==> config.mk <==
export PLATFORM = sky130hd
export DESIGN_NAME = alu_arbiter
export DESIGN_NICKNAME = d
export VERILOG_FILES = /design/src/rtl/alu_arbiter.sv
export SDC_FILE = /design/constraint.sdc
export NUM_CORES = 1
export LEC_CHECK = 0
export CAP_MARGIN = 20
export CORE_ASPECT_RATIO = 0.9
export CORE_MARGIN = 4
export CORE_UTILIZATION = 30
export DETAILED_ROUTE_END_ITERATION = 8
export PLACE_DENSITY = 0.66
export SETUP_SLACK_MARGIN = 0.4
export SLEW_MARGIN = 20
export SYNTH_ARGS = -nofsm -noshare
export SYNTH_HDL_FRONTEND = slang
export SYNTH_SLANG_ARGS = --single-unit
==> constraint.sdc <==
create_clock -name CLK -period 1.8 [get_ports CLK]
set_input_delay 0.18 -clock CLK [delete_from_list [all_inputs] [get_ports CLK]]
set_output_delay 0.18 -clock CLK [all_outputs]
set_load 0.01 [all_outputs]
==> src/rtl/alu_arbiter.sv <==
// alu_arbiter: two requesters share one external ALU, one transaction at a time.
// Each transaction runs IDLE (accept) -> EXEC (drive ALU) -> RESP (hold result).
// Optional macro ALU_ARB_RR_EN selects round-robin arbitration on a tie;
// without it requester 0 always wins a tie and no pointer state exists.
module alu_arbiter #(
    parameter int          DATA_W = 16,
    parameter logic [3:0]  NOP_OP = 4'b1111
) (
    input  logic              CLK,
    input  logic              RST_N,
    input  logic              REQ0_VALID,
    input  logic              REQ1_VALID,
    output logic              REQ0_READY,
    output logic              REQ1_READY,
    input  logic [DATA_W-1:0] REQ0_A,
    input  logic [DATA_W-1:0] REQ0_B,
    input  logic [DATA_W-1:0] REQ1_A,
    input  logic [DATA_W-1:0] REQ1_B,
    input  logic [3:0]        REQ0_OP,
    input  logic [3:0]        REQ1_OP,
    output logic              RSP0_VALID,
    output logic              RSP1_VALID,
    input  logic              RSP0_READY,
    input  logic              RSP1_READY,
    output logic [DATA_W-1:0] RSP_OUT,
    output logic [3:0]        RSP_FLAG,
    output logic [DATA_W-1:0] ALU_A,
    output logic [DATA_W-1:0] ALU_B,
    output logic [3:0]        ALU_S,
    input  logic [DATA_W-1:0] ALU_OUT,
    input  logic [3:0]        ALU_FLAG
);

    typedef enum logic [1:0] {
        IDLE = 2'd0,
        EXEC = 2'd1,
        RESP = 2'd2
    } state_e;

    state_e            state_q, state_d;
    logic [DATA_W-1:0] a_q, a_d;
    logic [DATA_W-1:0] b_q, b_d;
    logic [3:0]        op_q, op_d;
    logic              gnt_q, gnt_d;
    logic [DATA_W-1:0] rsp_out_q, rsp_out_d;
    logic [3:0]        rsp_flag_q, rsp_flag_d;
    logic              any_s;
    logic              win_s;
`ifdef ALU_ARB_RR_EN
    logic              ptr_q, ptr_d;
`endif

    // Arbitration: pick which valid requester would be accepted in IDLE.
    always_comb begin
        any_s = REQ0_VALID | REQ1_VALID;
        if (REQ0_VALID && REQ1_VALID) begin
`ifdef ALU_ARB_RR_EN
            win_s = ptr_q;
`else
            win_s = 1'b0;
`endif
        end else if (REQ1_VALID) begin
            win_s = 1'b1;
        end else begin
            win_s = 1'b0;
        end
    end

    // Next-state and output decode for the transaction FSM.
    always_comb begin
        state_d    = state_q;
        a_d        = a_q;
        b_d        = b_q;
        op_d       = op_q;
        gnt_d      = gnt_q;
        rsp_out_d  = rsp_out_q;
        rsp_flag_d = rsp_flag_q;
`ifdef ALU_ARB_RR_EN
        ptr_d      = ptr_q;
`endif
        REQ0_READY = 1'b0;
        REQ1_READY = 1'b0;
        RSP0_VALID = 1'b0;
        RSP1_VALID = 1'b0;
        ALU_A      = {DATA_W{1'b0}};
        ALU_B      = {DATA_W{1'b0}};
        ALU_S      = NOP_OP;
        case (state_q)
            IDLE: begin
                // READY only rises alongside the winner's VALID, so READY
                // itself marks the handshake; gated off while reset is held.
                if (RST_N && any_s) begin
                    REQ0_READY = ~win_s;
                    REQ1_READY = win_s;
                    gnt_d      = win_s;
                    a_d        = win_s ? REQ1_A  : REQ0_A;
                    b_d        = win_s ? REQ1_B  : REQ0_B;
                    op_d       = win_s ? REQ1_OP : REQ0_OP;
                    state_d    = EXEC;
`ifdef ALU_ARB_RR_EN
                    ptr_d      = ~win_s;
`endif
                end else begin
                    state_d = IDLE;
                end
            end
            EXEC: begin
                ALU_A   = a_q;
                ALU_B   = b_q;
                ALU_S   = op_q;
                state_d = RESP;
                // A no-op never reports whatever the ALU happens to return.
                if (op_q == NOP_OP) begin
                    rsp_out_d  = {DATA_W{1'b0}};
                    rsp_flag_d = 4'b0000;
                end else begin
                    rsp_out_d  = ALU_OUT;
                    rsp_flag_d = ALU_FLAG;
                end
            end
            RESP: begin
                RSP0_VALID = ~gnt_q;
                RSP1_VALID = gnt_q;
                if (gnt_q ? RSP1_READY : RSP0_READY) begin
                    state_d = IDLE;
                end else begin
                    state_d = RESP;
                end
            end
            default: begin
                state_d = IDLE;
            end
        endcase
    end

    // State and data registers with synchronous active-low reset.
    always_ff @(posedge CLK) begin
        if (!RST_N) begin
            state_q    <= IDLE;
            a_q        <= {DATA_W{1'b0}};
            b_q        <= {DATA_W{1'b0}};
            op_q       <= NOP_OP;
            gnt_q      <= 1'b0;
            rsp_out_q  <= {DATA_W{1'b0}};
            rsp_flag_q <= 4'b0000;
        end else begin
            state_q    <= state_d;
            a_q        <= a_d;
            b_q        <= b_d;
            op_q       <= op_d;
            gnt_q      <= gnt_d;
            rsp_out_q  <= rsp_out_d;
            rsp_flag_q <= rsp_flag_d;
        end
    end

`ifdef ALU_ARB_RR_EN
    // Round-robin pointer: requester favoured on the next tie.
    always_ff @(posedge CLK) begin
        if (!RST_N) begin
            ptr_q <= 1'b0;
        end else begin
            ptr_q <= ptr_d;
        end
    end
`endif

    assign RSP_OUT  = rsp_out_q;
    assign RSP_FLAG = rsp_flag_q;

endmodule

## Word level (Yosys, flattened, before mapping)

Index checks and enable logic that the tools add are counted.

| word-level totals | value |
|---|---|
| register bits | 59 |

| cells by class | value |
|---|---|
| equality and inequality tests | 3 |
| mux-type cells | 20 |
| bitwise gates (word level) | 3 |
| reduce and logical (&&, ||, !) cells | 4 |

Operator list:

| kind | number |
|---|---|
| 16-bit two-way mux | 5 |
| 4-bit two-way mux | 3 |
| 1-bit two-way mux | 10 |
| 2-bit case mux with 3 select lines | 1 |
| 4-bit equality test, second input constant | 1 |
| 2-bit by 1-bit equality test with 1-bit output, second input constant | 1 |
| 2-bit equality test, second input constant | 1 |
| 1-bit logical AND | 2 |
| 2-bit zero test | 1 |
| 2-bit two-way mux | 1 |
| 1-bit inverter | 2 |
| 2-bit AND reduction | 1 |
| 1-bit bitwise OR | 1 |

## Depth between registers and ports, before layout

Gate-level depths: netlist of run 1.

| logic depth | value |
|---|---|
| depth in word-level cells | 5 |
| mapped depth | 5 |
| gate-level depth less buffers | 3 |

## Least setup slack after synthesis of run 1

OpenSTA, ideal clock, no wires.

| path | value |
|---|---|
| path type | register to register |
| start point | register state_q[0] |
| end point | register b_q[5] |
| arrival | 1.320 ns |
| required time | 1.660 ns |
| setup slack | 0.340 ns |
| cell stages (with the launch flop) | 6 |
| buffers on the path | 2 |
| clock period less this slack | 1.460 ns |
| cells stage by stage | dfxtp_1 or4b_1 buf_6 buf_12 o221ai_2 a21oi_1 |

| on the way | value |
|---|---|
| longest elaborated chain between the ends | 2 |

RTL lines:

| what | RTL line | source |
|---|---|---|
| start, declared | 40 | `state_e state_q, state_d;` |
| start signal, assigned | 147 | `state_q <= state_d;` |
| 2-bit zero test | 88 | `case (state_q)` |
| 2-bit AND reduction (no line) | n/a |  |
| end signal, assigned | 141 | `b_q <= {DATA_W{1'b0}};` |
| end, declared | 42 | `logic [DATA_W-1:0] b_q, b_d;` |

Every way passes these cells.
A chain may end at the register's enable or synchronous reset.

## Worst setup path in the final report of run 1

| path | value |
|---|---|
| start point | register state_q[0] |
| end point | register a_q[14] |

| on the way | value |
|---|---|
| longest elaborated chain between the ends | 2 |

RTL lines:

| what | RTL line | source |
|---|---|---|
| 2-bit zero test | 88 |  |
| 2-bit AND reduction (no line) | n/a |  |
| end signal, assigned | 140 | `a_q <= {DATA_W{1'b0}};` |
| end, declared | 41 | `logic [DATA_W-1:0] a_q, a_d;` |

Every way passes these cells.

==> results of run 1 <==
==> Yosys cell counts (all sizes together) <==
master / n / area share
a21boi: 21 / 0.057
a21oi: 33 / 0.059
a221o: 4 / 0.014
and2: 2 / 0.0045
and3: 1 / 0.0023
and3b: 1 / 0.0032
and4b: 1 / 0.0036
buf: 11 / 0.038
clkbuf: 17 / 0.023
dfxtp: 59 / 0.43
inv: 37 / 0.050
mux2i: 1 / 0.0036
nand2: 21 / 0.028
nand2b: 4 / 0.0090
nand3: 20 / 0.036
nand3b: 1 / 0.0027
nand4: 1 / 0.0023
nor2: 33 / 0.045
nor2b: 1 / 0.0023
nor3b: 1 / 0.0027
o211ai: 1 / 0.0027
o21ai: 4 / 0.0072
o221ai: 32 / 0.17
or2b: 1 / 0.0027
or3b: 1 / 0.0032
or4b: 1 / 0.0036
==> logic make-up after synthesis <==
kind of cell | synth area share
and+or+nand+nor | 0.151
buffers and inverters | 0.111
AOI/OAI and AO/OA | 0.309
DFF | 0.425
muxes | 0.00360
==> flip-flops by register name, indices dropped and copies added (netlist names) <==
| signal | cells |
|---|---|
| a_q | 16 |
| state_q | 2 |
| RSP_FLAG | 4 |
| gnt_q | 1 |
| RSP_OUT | 16 |
| op_q | 4 |
| b_q | 16 |
==> worst reg2reg max path, stage by stage (launching register included) <==
cell and delay [ns]:
dfxtp_2 0.32, buf_4 0.14, or4b_4 0.66, clkbuf_16 0.22, o221ai_4 0.15, a21oi_2 0.05
==> worst max-delay path by stage <==
stage | end | slack (ns) | cells past startpoint
2_1_floorplan | b_q[5]$_SDFFE_PN0P_ | 0.36 | 5
3_3_place_gp | b_q[4]$_SDFFE_PN0P_ | -0.09 | 5
3_5_place_dp | op_q[0]$_SDFFE_PN1P_ | -0.1 | 5
4_1_cts | ALU_B[3] | 0.15 | 5
5_1_grt | ALU_B[3] | 0.07 | 5
6_report | a_q[14]$_SDFFE_PN0P_ | 0.15 | 5
==> power by group through the flow <==
stage,Clock [mW],Sequential [mW],Combinational [mW]
after floorplan,0,1.48,0.406
after global placement,0,1.47,0.885
after detailed placement,0,1.47,0.895
after CTS,1.31,1.44,1.03
after global routing,1.36,1.45,1.28
final,1.26,1.44,1.19
==> per-layer routing <==
layer | part of all wire | global-route usage | up-vias
met4 | 0.0044 | 0.0403 | 0
met1 | 0.42 | 0.213 | 1362
met5 | 0 | 0 | -
li1 | - | - | 1448
met2 | 0.50 | 0.292 | 99
met3 | 0.072 | 0.0480 | 6
==> final cells by class <==
type	count	area (um^2)
clock buffer	12	165
clock inverter	4	47.5
fill	808	3680
inverter	37	139
multi-input combinational	186	1590
sequential	59	1180
tap	122	153
timing repair buffer	201	2130
==> placed cells by master (no fill, tap or decap), types with 3 or more instances in the layout <==
cell,n
nor2_4,19
buf_6,32
nand2_1,21
a21oi_2,7
clkdlybuf4s50_1,96
nand3_1,20
dfxtp_1,58
buf_12,8
clkbuf_16,4
buf_2,21
a21boi_1,7
buf_4,16
o21ai_2,4
clkbuf_8,12
dlymetal6s2s_1,8
a21oi_1,26
inv_1,37
dlygate4sd2_1,12
o221ai_2,25
o221ai_4,7
a221o_1,4
nor2_1,12
a21boi_0,14
buf_16,3
nand2b_1,4
==> metrics by stage <==
| stage | power [mW] | TNS (ns) | utilization |
|---|---|---|---|
| finish | 3.90 | 0 | 0.595 |
| global route | 4.10 | 0 | 0.595 |
| CTS | 3.78 | 0 | 0.540 |
| detailed placement | 2.37 | -2.01 | 0.500 |
| global placement | 2.36 | -1.70 | 0.500 |
| floorplan | 1.89 | 0 | - |
==> timing repair <==
action | CTS | global route
gates resized for setup | 214 | 83
gates cloned | 4 | 5
pin swaps | 4 | 5
endpoints found under the setup margin | 88 | 97
buffers inserted | 12 | 5
==> metrics.csv, run 1 <==
metric,value,unit
Post-route DRC,0,
leak pwr,2.20,nW
synthesized area,2780,um^2
max-cap viol count,0,
grt ovf,0,
DRT iter0 DRCs,76,
core outline area,9080,um^2
fin worst setup slack,0.153,ns
vias in the first global route,2916,
crit-path max cell delay,0.65,ns
crit-path cells,buf_4 -> or4b_4 -> clkbuf_16 -> o221ai_4 -> a21oi_2,
Max Transition Viols Final,0,
syn nets,408,
reg-to-reg critical path startpoint,state_q[0]$_SDFF_PN0_,
VDD IR max,0.377,mV
final setup skew,0.00306,ns
status,finished clean,
Yosys warning count,0,
total CTS buffers,9,
Hold Path Sink,gnt_q$_SDFFE_PN0P_,
sequential-to-total area share from yosys stat,0.425,
global-route wire length before repair,14700,um
Switching Fraction,0.280,
top-level I/O count,158,
Post-Syn Area per Cell,8.96,um^2
"Data required, critical path",2.01,ns
worst reg2reg path endpoint,a_q[14]$_SDFFE_PN0P_,
Seq pwr share,0.370,
r2r setup slk,0.15,ns
Post-DP HPWL,6300,um
routed vias/inst,4.69,
Worst Path Max Fanout,6,
Port Buffers,157,
Final ANT Viol Nets,0,
Power Density,721,nW/um^2
CP Class,reg -> reg,
Worst EP arrival,1.86,ns
Max Freq,0.607,GHz
Yosys reg bits,59,
largest net degree at the start of global routing,46,
Final Cell Area,5400,um^2
clock share of power,0.323,
Rows,33,
Worst Setup SP,state_q[0]$_SDFF_PN0_,
area grow syn2layout,94.5,%
Critical Path Source Type,flip-flop,
crit share post-route,0.915,
die area,10900,um^2
Max clock buf depth,2,
clock sinks,59,
Hold Slack,0.177,ns
layout cells sized above 1,0.343,
Skew-Pair Late Insertion Delay,0.32,ns
starting density of the core,0.306,
Hold Crit Class,in -> reg,
Int Power,2.80,mW
Worst-path clk slew,0.07,ns
H-tree Lvls,3,
hold path start,RST_N,
switching power,1.09,mW
"non-filler cells, final",621,
worst slew pin tran,0.301,ns
crit path time final,1.65,ns
placed instance area,4540,um^2
final setup vio count,0,
CTS Root Cell,clkbuf_8,
"Distinct cells, synth",29,
GPL Wtd Cong,0.743,
placed insts,579,
Die X-Extent,109,um
Setup WS pre-CTS,-0.0955,ns
GR Util All Layers,0.171,
Top Family by Delay on Critical Path,simple AND/OR/NAND/NOR gates,
final net count,592,
hold buffer count at CTS,0,
CTS tree,yes,
RSZ-0062 raised after global routing,true,
hold depth,3,
initial antenna violation count,0,
DIE HEIGHT,99.3,um
Comb power frac,0.307,
number of diodes,0,
Final Hold Vio Count,0,
relative slew slack,0.798,
worst-case reg-to-reg path depth,5,
Slowest cell on crit path,or4b_4,
CP bufs+invs,2,
Synth Instances,310,
CP Capture Type,flip-flop,
DR vias,2915,
TritonRoute pass-1 iters,4,
wire length per cell,16.1,um
final WL,10000,um
Power figures use the tool's default switching activity.
==> run 2: changes to the inputs <==
- HOLD_SLACK_MARGIN: not set -> 0.15
==> metrics.csv, run 2 (synthesized netlist as in run 1, its figures left out) <==
metric,value,unit,change
status,finished clean,,
final setup vio count,0,,unchanged
layout cells sized above 1,0.342,,-0.000685
core outline area,9080,um^2,unchanged
GR Util All Layers,0.171,,unchanged
Hold Crit Class,in -> reg,,
die area,10900,um^2,unchanged
relative slew slack,0.798,,unchanged
grt met1 use,0.213,,unchanged
Final ANT Viol Nets,0,,unchanged
total CTS buffers,9,,unchanged
grt ovf,0,,unchanged
routed vias/inst,4.67,,-0.54%
RSZ-0062 raised after global routing,true,,
Port Buffers,157,,unchanged
VDD IR max,0.377,mV,about the same
Top Family by Delay on Critical Path,simple AND/OR/NAND/NOR gates,,
wire length per cell,16.1,um,about the same
clock sinks,59,,unchanged
largest net degree at the start of global routing,46,,unchanged
TritonRoute pass-1 iters,4,,unchanged
CTS tree,yes,,
top-level I/O count,158,,unchanged
GPL Wtd Cong,0.743,,unchanged
final net count,593,,+0.17%
worst slew pin tran,0.301,ns,+0.000000119 ns
Die X-Extent,109,um,unchanged
crit share post-route,0.915,,about the same
Worst Path Max Fanout,6,,unchanged
Max clock buf depth,2,,unchanged
DIE HEIGHT,99.3,um,unchanged
Skew-Pair Late Insertion Delay,0.32,ns,about the same
leak pwr,2.20,nW,+0.19%
CP bufs+invs,2,,unchanged
"commonest non-fill, non-tap cell in the layout",clkdlybuf4s50_1,,
global-route wire length before repair,14700,um,unchanged
Setup WS pre-CTS,-0.0955,ns,unchanged
starting density of the core,0.306,,unchanged
Slowest cell on crit path,or4b_4,,
CP Capture Type,flip-flop,,
fin worst setup slack,0.153,ns,+0.00000900 ns
crit-path cells,buf_4 -> or4b_4 -> clkbuf_16 -> o221ai_4 -> a21oi_2,,
met3 Use GR,0.0480,,unchanged
r2r setup slk,0.15,ns,about the same
fin util,0.596,,+0.00110
Post-route DRC,0,,unchanged
Post-DP HPWL,6300,um,unchanged
DR vias,2904,,-0.38%
initial antenna violation count,0,,unchanged
max-cap viol count,0,,unchanged
"Data required, critical path",2.01,ns,about the same
Worst-path clk slew,0.07,ns,about the same
crit-path max cell delay,0.65,ns,about the same
H-tree Lvls,3,,unchanged
DRT iter0 DRCs,67,,-12%
final WL,10000,um,+0.24%
CTS Root Cell,clkbuf_8,,
Most Crowded Layer GR,met2,,
vias in the first global route,2916,,unchanged
Max Transition Viols Final,0,,unchanged
area grow syn2layout,94.9,%,
final setup skew,0.00297,ns,-0.0000897 ns
fillers,807,,-0.12%
crit path time final,1.65,ns,-0.00000900 ns
number of diodes,0,,unchanged
Rows,33,,unchanged
"commonest non-fill, non-tap cells in the layout","96 x clkdlybuf4s50_1, 58 x dfxtp_1, 37 x inv_1, 32 x buf_6, 26 x a21oi_1",,
Final Hold Vio Count,0,,unchanged
Power Density,720,nW/um^2,about the same
Max Freq,0.607,GHz,about the same
Critical Path Source Type,flip-flop,,
Worst EP arrival,1.86,ns,about the same
CP Class,reg -> reg,,
met2 Use GR,0.292,,unchanged
## run 2: changes by cell type in the layout (fill, tap and decap cells not counted), sizes merged
cell / previous run / this run
dlygate4sd3: 0 / 1
## run 2: area by class of cell
type,instances,area (um^2),share of cell area
Sequential cell,59,1180,0.218
Multi-Input combinational cell,186,1590,0.294
Clock inverter,4,47.5,0.00878
Timing Repair Buffer,202,2140,0.395
Clock buffer,12,165,0.0305
Inverter,37,139,0.0257
Tap cell,122,153,0.0282
## run 2: per-layer routing
| metal | wire [um] | vias up |
|---|---|---|
| met1 | 4250 | 1358 |
| met5 | 0 | - |
| met3 | 715 | 2 |
| met4 | 14 | 0 |
| li1 | - | 1449 |
| met2 | 5040 | 95 |
## run 2: worst paths after layout
path                              start                    end  cells past startpoint
setup / recovery  state_q[0]$_SDFF_PN0_   a_q[14]$_SDFFE_PN0P_                      5
hold / removal                    RST_N  state_q[1]$_SDFF_PN0_                      2
setup reg to reg  state_q[0]$_SDFF_PN0_   a_q[14]$_SDFFE_PN0P_                      5
hold reg to reg    a_q[13]$_SDFFE_PN0P_   a_q[13]$_SDFFE_PN0P_                      2
## run 2: stage by stage
stage | instance area, um^2 | std cells | hold slack [ns] | setup TNS, ns | power, mW
2_1_floorplan | 2780 | 310 | 0.319 | 0 | 1.89
3_3_place_gp | 4540 | 579 | 0.435 | -1.70 | 2.36
3_5_place_dp | 4540 | 579 | 0.443 | -2.01 | 2.37
4_1_cts | 4910 | 611 | 0.154 | 0 | 3.78
5_1_grt | 5410 | 622 | 0.184 | 0 | 4.10
6_report | 5410 | 622 | 0.212 | 0 | 3.90
## run 2: report_power, final
part	total, mW	switching [mW]	internal, mW
clock network	1.26	0.512	0.748
logic	1.20	0.546	0.651
registers	1.44	0.0363	1.41
total	3.90	1.09	2.81
## run 2: timing repair
action                                  4_1_cts  5_1_grt
endpoints found under the setup margin       88       97
setup buffers                                12        5
pin swaps                                     4        5
hold buffers                                  0        1
gates resized for setup                     214       83
endpoints found under the hold margin         0        1
cloned                                        4        5
==> run 3: changes to the inputs <==
- CORE_ASPECT_RATIO: 0.9 -> not set
- PLACE_DENSITY: 0.66 -> 0.65
==> metrics.csv, run 3 (synthesized netlist as in run 1, its figures left out) <==
metric,value,unit,change
GPL Wtd Cong,0.766,,+3.2%
die area,10900,um^2,about the same
total CTS buffers,9,,unchanged
Pwr Total,3.74,mW,-4.2%
area occupied by registers,1190,um^2,+0.32%
clock share of power,0.328,,+0.005
Int Power,2.69,mW,-4.2%
fillers,833,,+3.2%
Seq pwr share,0.387,,+0.017
layout cells sized above 1,0.335,,-0.00663
top-level I/O count,158,,unchanged
Worst Path Max Fanout,15,,+9
status,finished clean,,
Switching Fraction,0.281,,about the same
Port Buffers,157,,unchanged
Rows,34,,+3.0%
starting density of the core,0.314,,+0.00813
Top Family by Delay on Critical Path,simple AND/OR/NAND/NOR gates,,
Post-DP HPWL,6890,um,+9.4%
Final ANT Viol Nets,0,,unchanged
DIE HEIGHT,104,um,+5.0%
placed instance area,4520,um^2,-0.39%
Hold Crit Class,in -> reg,,
worst slew pin tran,0.343,ns,+0.0412 ns
wire length per cell,17.0,um,+5.3%
Power Density,743,nW/um^2,+3.1%
Fin Setup TNS,0,ns,unchanged
CP Capture Type,primary output,,
TritonRoute pass-1 iters,4,,unchanged
Final Hold Vio Count,0,,unchanged
GR Util All Layers,0.181,,+0.0101
final setup skew,0.0140,ns,+0.0111 ns
vias in the first global route,2956,,+1.4%
Skew-Pair Late Insertion Delay,0.34,ns,+0.02 ns
number of diodes,0,,unchanged
Comb power frac,0.285,,-0.022
area grow syn2layout,81.1,%,
Final Cell Area,5030,um^2,-7.1%
H-tree Lvls,3,,unchanged
Slowest cell on crit path,dfxtp_4,,
Worst-path clk slew,0.07,ns,about the same
Setup WS pre-CTS,-0.127,ns,-0.0310 ns
CP Class,reg -> out,,
crit-path cells,or2b_4 -> buf_12 -> nor2_1 -> buf_2,,
Max Transition Viols Final,0,,unchanged
core outline area,8850,um^2,-2.6%
CTS tree,yes,,
"commonest non-fill, non-tap cells in the layout","96 x clkdlybuf4s50_1, 57 x dfxtp_1, 37 x inv_1, 35 x buf_2, 33 x a21oi_1",,
Die X-Extent,104,um,-4.8%
largest net degree at the start of global routing,21,,-54%
final WL,10200,um,+1.6%
switching power,1.05,mW,-4.1%
Critical Path Source Type,flip-flop,,
hold buffer count at CTS,0,,unchanged
area occupied by multi-input gates,1480,um^2,-7.1%
fin worst setup slack,0.173,ns,+0.0200 ns
global-route wire length before repair,15900,um,+8.2%
crit-path max cell delay,0.38,ns,-0.27 ns
initial antenna violation count,0,,unchanged
Worst EP arrival,1.45,ns,-0.41 ns
DR vias,2919,,+0.52%
leak pwr,2.11,nW,-4.2%
final net count,586,,-1.2%
Max clock buf depth,2,,unchanged
final setup vio count,0,,unchanged
grt ovf,0,,unchanged
RSZ-0062 raised after global routing,true,,
max-cap viol count,0,,unchanged
VDD IR max,0.346,mV,-8.3%
"Data required, critical path",1.62,ns,-0.39 ns
clock sinks,59,,unchanged
DRT iter0 DRCs,95,,+42%
crit share post-route,0.904,,-0.0111
crit path time final,1.63,ns,-0.0200 ns
relative slew slack,0.772,,-0.0266
CP bufs+invs,2,,unchanged
routed vias/inst,4.87,,+4.2%
Max Freq,0.615,GHz,+1.2%
Post-route DRC,0,,unchanged
CTS Root Cell,clkbuf_8,,
"commonest non-fill, non-tap cell in the layout",clkdlybuf4s50_1,,
run 3: stage by stage:
step / util / hold slack (ns) / instances
after floorplan: - / 0.319 / 310
after global placement: 0.511 / 0.428 / 570
after detailed placement: 0.511 / 0.442 / 570
after CTS: 0.532 / 0.264 / 592
after global routing: 0.569 / 0.299 / 600
final: 0.569 / 0.283 / 600
run 3: what timing repair did:
item / CTS / global route
gates resized for setup: 197 / 74
cloned: 2 / 3
pin swaps: 4 / 30
endpoints found under the setup margin: 91 / 101
setup buffers: 5 / 5
run 3: worst paths after layout:
path | cells after the start | slack [ns] | from | endpoint
hold / removal | 3 | 0.28 | RST_N | op_q[2]$_SDFFE_PN1P_
setup / recovery | 4 | 0.17 | state_q[0]$_SDFF_PN0_ | ALU_B[8]
hold reg to reg | 2 | 0.45 | RSP_OUT[12]$_SDFFE_PN0N_ | RSP_OUT[12]$_SDFFE_PN0N_
setup reg to reg | 6 | 0.20 | state_q[1]$_SDFF_PN0_ | b_q[7]$_SDFFE_PN0P_
run 3: layout make-up:
| type | count | share of cell area |
|---|---|---|
| timing repair buffer | 195 | 0.378 |
| sequential | 59 | 0.236 |
| multi-input combinational | 186 | 0.294 |
| inverter | 37 | 0.0276 |
| clock inverter | 2 | 0.00696 |
| clock buffer | 13 | 0.0316 |
| tap | 108 | 0.0269 |
run 3: tightest hold or removal path, cell delays in order:
cell and delay (ns):
buf_2 0.21, o21ai_2 0.09, a221o_1 0.10
run 3: power groups by stage:
stage	logic (mW)	registers [mW]	clock network, mW
finish	1.07	1.45	1.22
global route	1.15	1.46	1.32
CTS	0.936	1.45	1.26
detailed placement	0.886	1.47	0
global placement	0.878	1.47	0
floorplan	0.406	1.48	0
run 3: per-layer routing:
layer | wire length [um] | share of wire | track usage | vias up
met4 | 121 | 0.012 | 0.0513 | 0
met5 | 0 | 0 | 0 | -
met2 | 4840 | 0.48 | 0.290 | 104
met3 | 746 | 0.073 | 0.0701 | 10
met1 | 4480 | 0.44 | 0.228 | 1371
li1 | - | - | - | 1434
==> patch, RTL diff (flow settings as in run 1) <==
Encoding of `state_e`: now one-hot (3 bits for 3 states).
--- a/src/rtl/alu_arbiter.sv
+++ b/src/rtl/alu_arbiter.sv
@@ -31,10 +31,10 @@
     input  logic [3:0]        ALU_FLAG
 );
 
-    typedef enum logic [1:0] {
-        IDLE = 2'd0,
-        EXEC = 2'd1,
-        RESP = 2'd2
+    typedef enum logic [2:0] {
+        IDLE = 3'b001,
+        EXEC = 3'b010,
+        RESP = 3'b100
     } state_e;
 
     state_e            state_q, state_d;
Behaviour: same outputs for any inputs over 10 cycles, from zero or initial values and one cycle with RST_N low; not proved beyond that.
==> patch against run 1 <==
Worst setup slack worse by 0.085 ns; worst hold slack better by 0.22 ns; routed wire length is 6.5% higher; total power decreased by 4.1%; area after synthesis fell by 0.27%; sequential cell count increased by 1; largest power group unchanged; register-to-register slack better by 0.07 ns; highest routed layer unchanged; synthesized cell count fell by 9.0%; final area is 3.8% higher; cell count down 4.7%; global-route usage fell by 0.82 points; core utilization is 4.5 points higher.
==> patch: results (changes against run 1) <==
metric	value	unit	change
status	finished clean		
r2r_cells	7		+2
grt_pass1_vias	2617		-10%
cts-resized-gates	228		+6.5%
grt_usage	16.3	%	-0.82 points
clock_skew	0.0100	ns	+0.00698 ns
place_area	4460	um2	-1.7%
nets	566		-4.4%
arrival	1.55	ns	-0.31 ns
dp_cells	548		-5.4%
wirelength	10700	um	+6.5%
synth_cell_types	27		-6.9%
place_ws	-0.131	ns	-0.0351 ns
synth-compound-area-share	19.0	%	-12 points
synthesis.nets	380		-6.9%
yosys-top-cells-area	dfxtp_1, mux2i_1, o2bb2ai_1, and2_1, nand2_1		
max-vdd-ir-drop	366	uV	-2.8%
path_delay_family	buffers and inverters		
grt_pass1_wl	13700	um	-6.9%
vias_per_cell	4.76		+1.5%
relSlewSlack	79.6	%	-0.26 points
fin_crit	1.73	ns	+0.0851 ns
avgSynthCellArea	9.82	um2	+9.6%
cpPeakStageDelay	0.36	ns	-0.29 ns
grt_max_degree	45		-2.2%
dp_hpwl	6100	um	-3.2%
synth_mux_area_share	12.3	%	+12 points
p_leak	2.30	nW	+4.3%
crit_start	state_q[0]		
patch: power by group through the flow:
stage          clock, mW  combinational [mW]  sequential, mW
6_report            1.20               0.998            1.54
5_1_grt             1.29                1.06            1.55
4_1_cts             1.22               0.751            1.52
3_5_place_dp           0               0.677            1.54
3_3_place_gp           0               0.661            1.54
2_1_floorplan          0               0.335            1.53
patch: tightest hold or removal path, stage by stage:
cell	delay, ns
clkdlybuf4s50_1	0.39
nand2_1	0.06
o22ai_1	0.06
patch: final cells by class:
| type | count | area, um2 | area share [%] |
|---|---|---|---|
| multi-input cells | 196 | 1850 | 32.9 |
| well taps | 119 | 149 | 2.66 |
| repair buffers | 199 | 2200 | 39.3 |
| clock inverters | 7 | 67.6 | 1.20 |
| flip-flops and latches | 60 | 1210 | 21.6 |
| inverters | 2 | 7.51 | 0.134 |
| clock buffers | 9 | 124 | 2.21 |
patch: per-layer routing:
layer  GRT usage [%]  wire (um)
met1            19.9       4510
met2            27.1       5300
met3            5.97        719
met4            4.31        129
met5               0          0
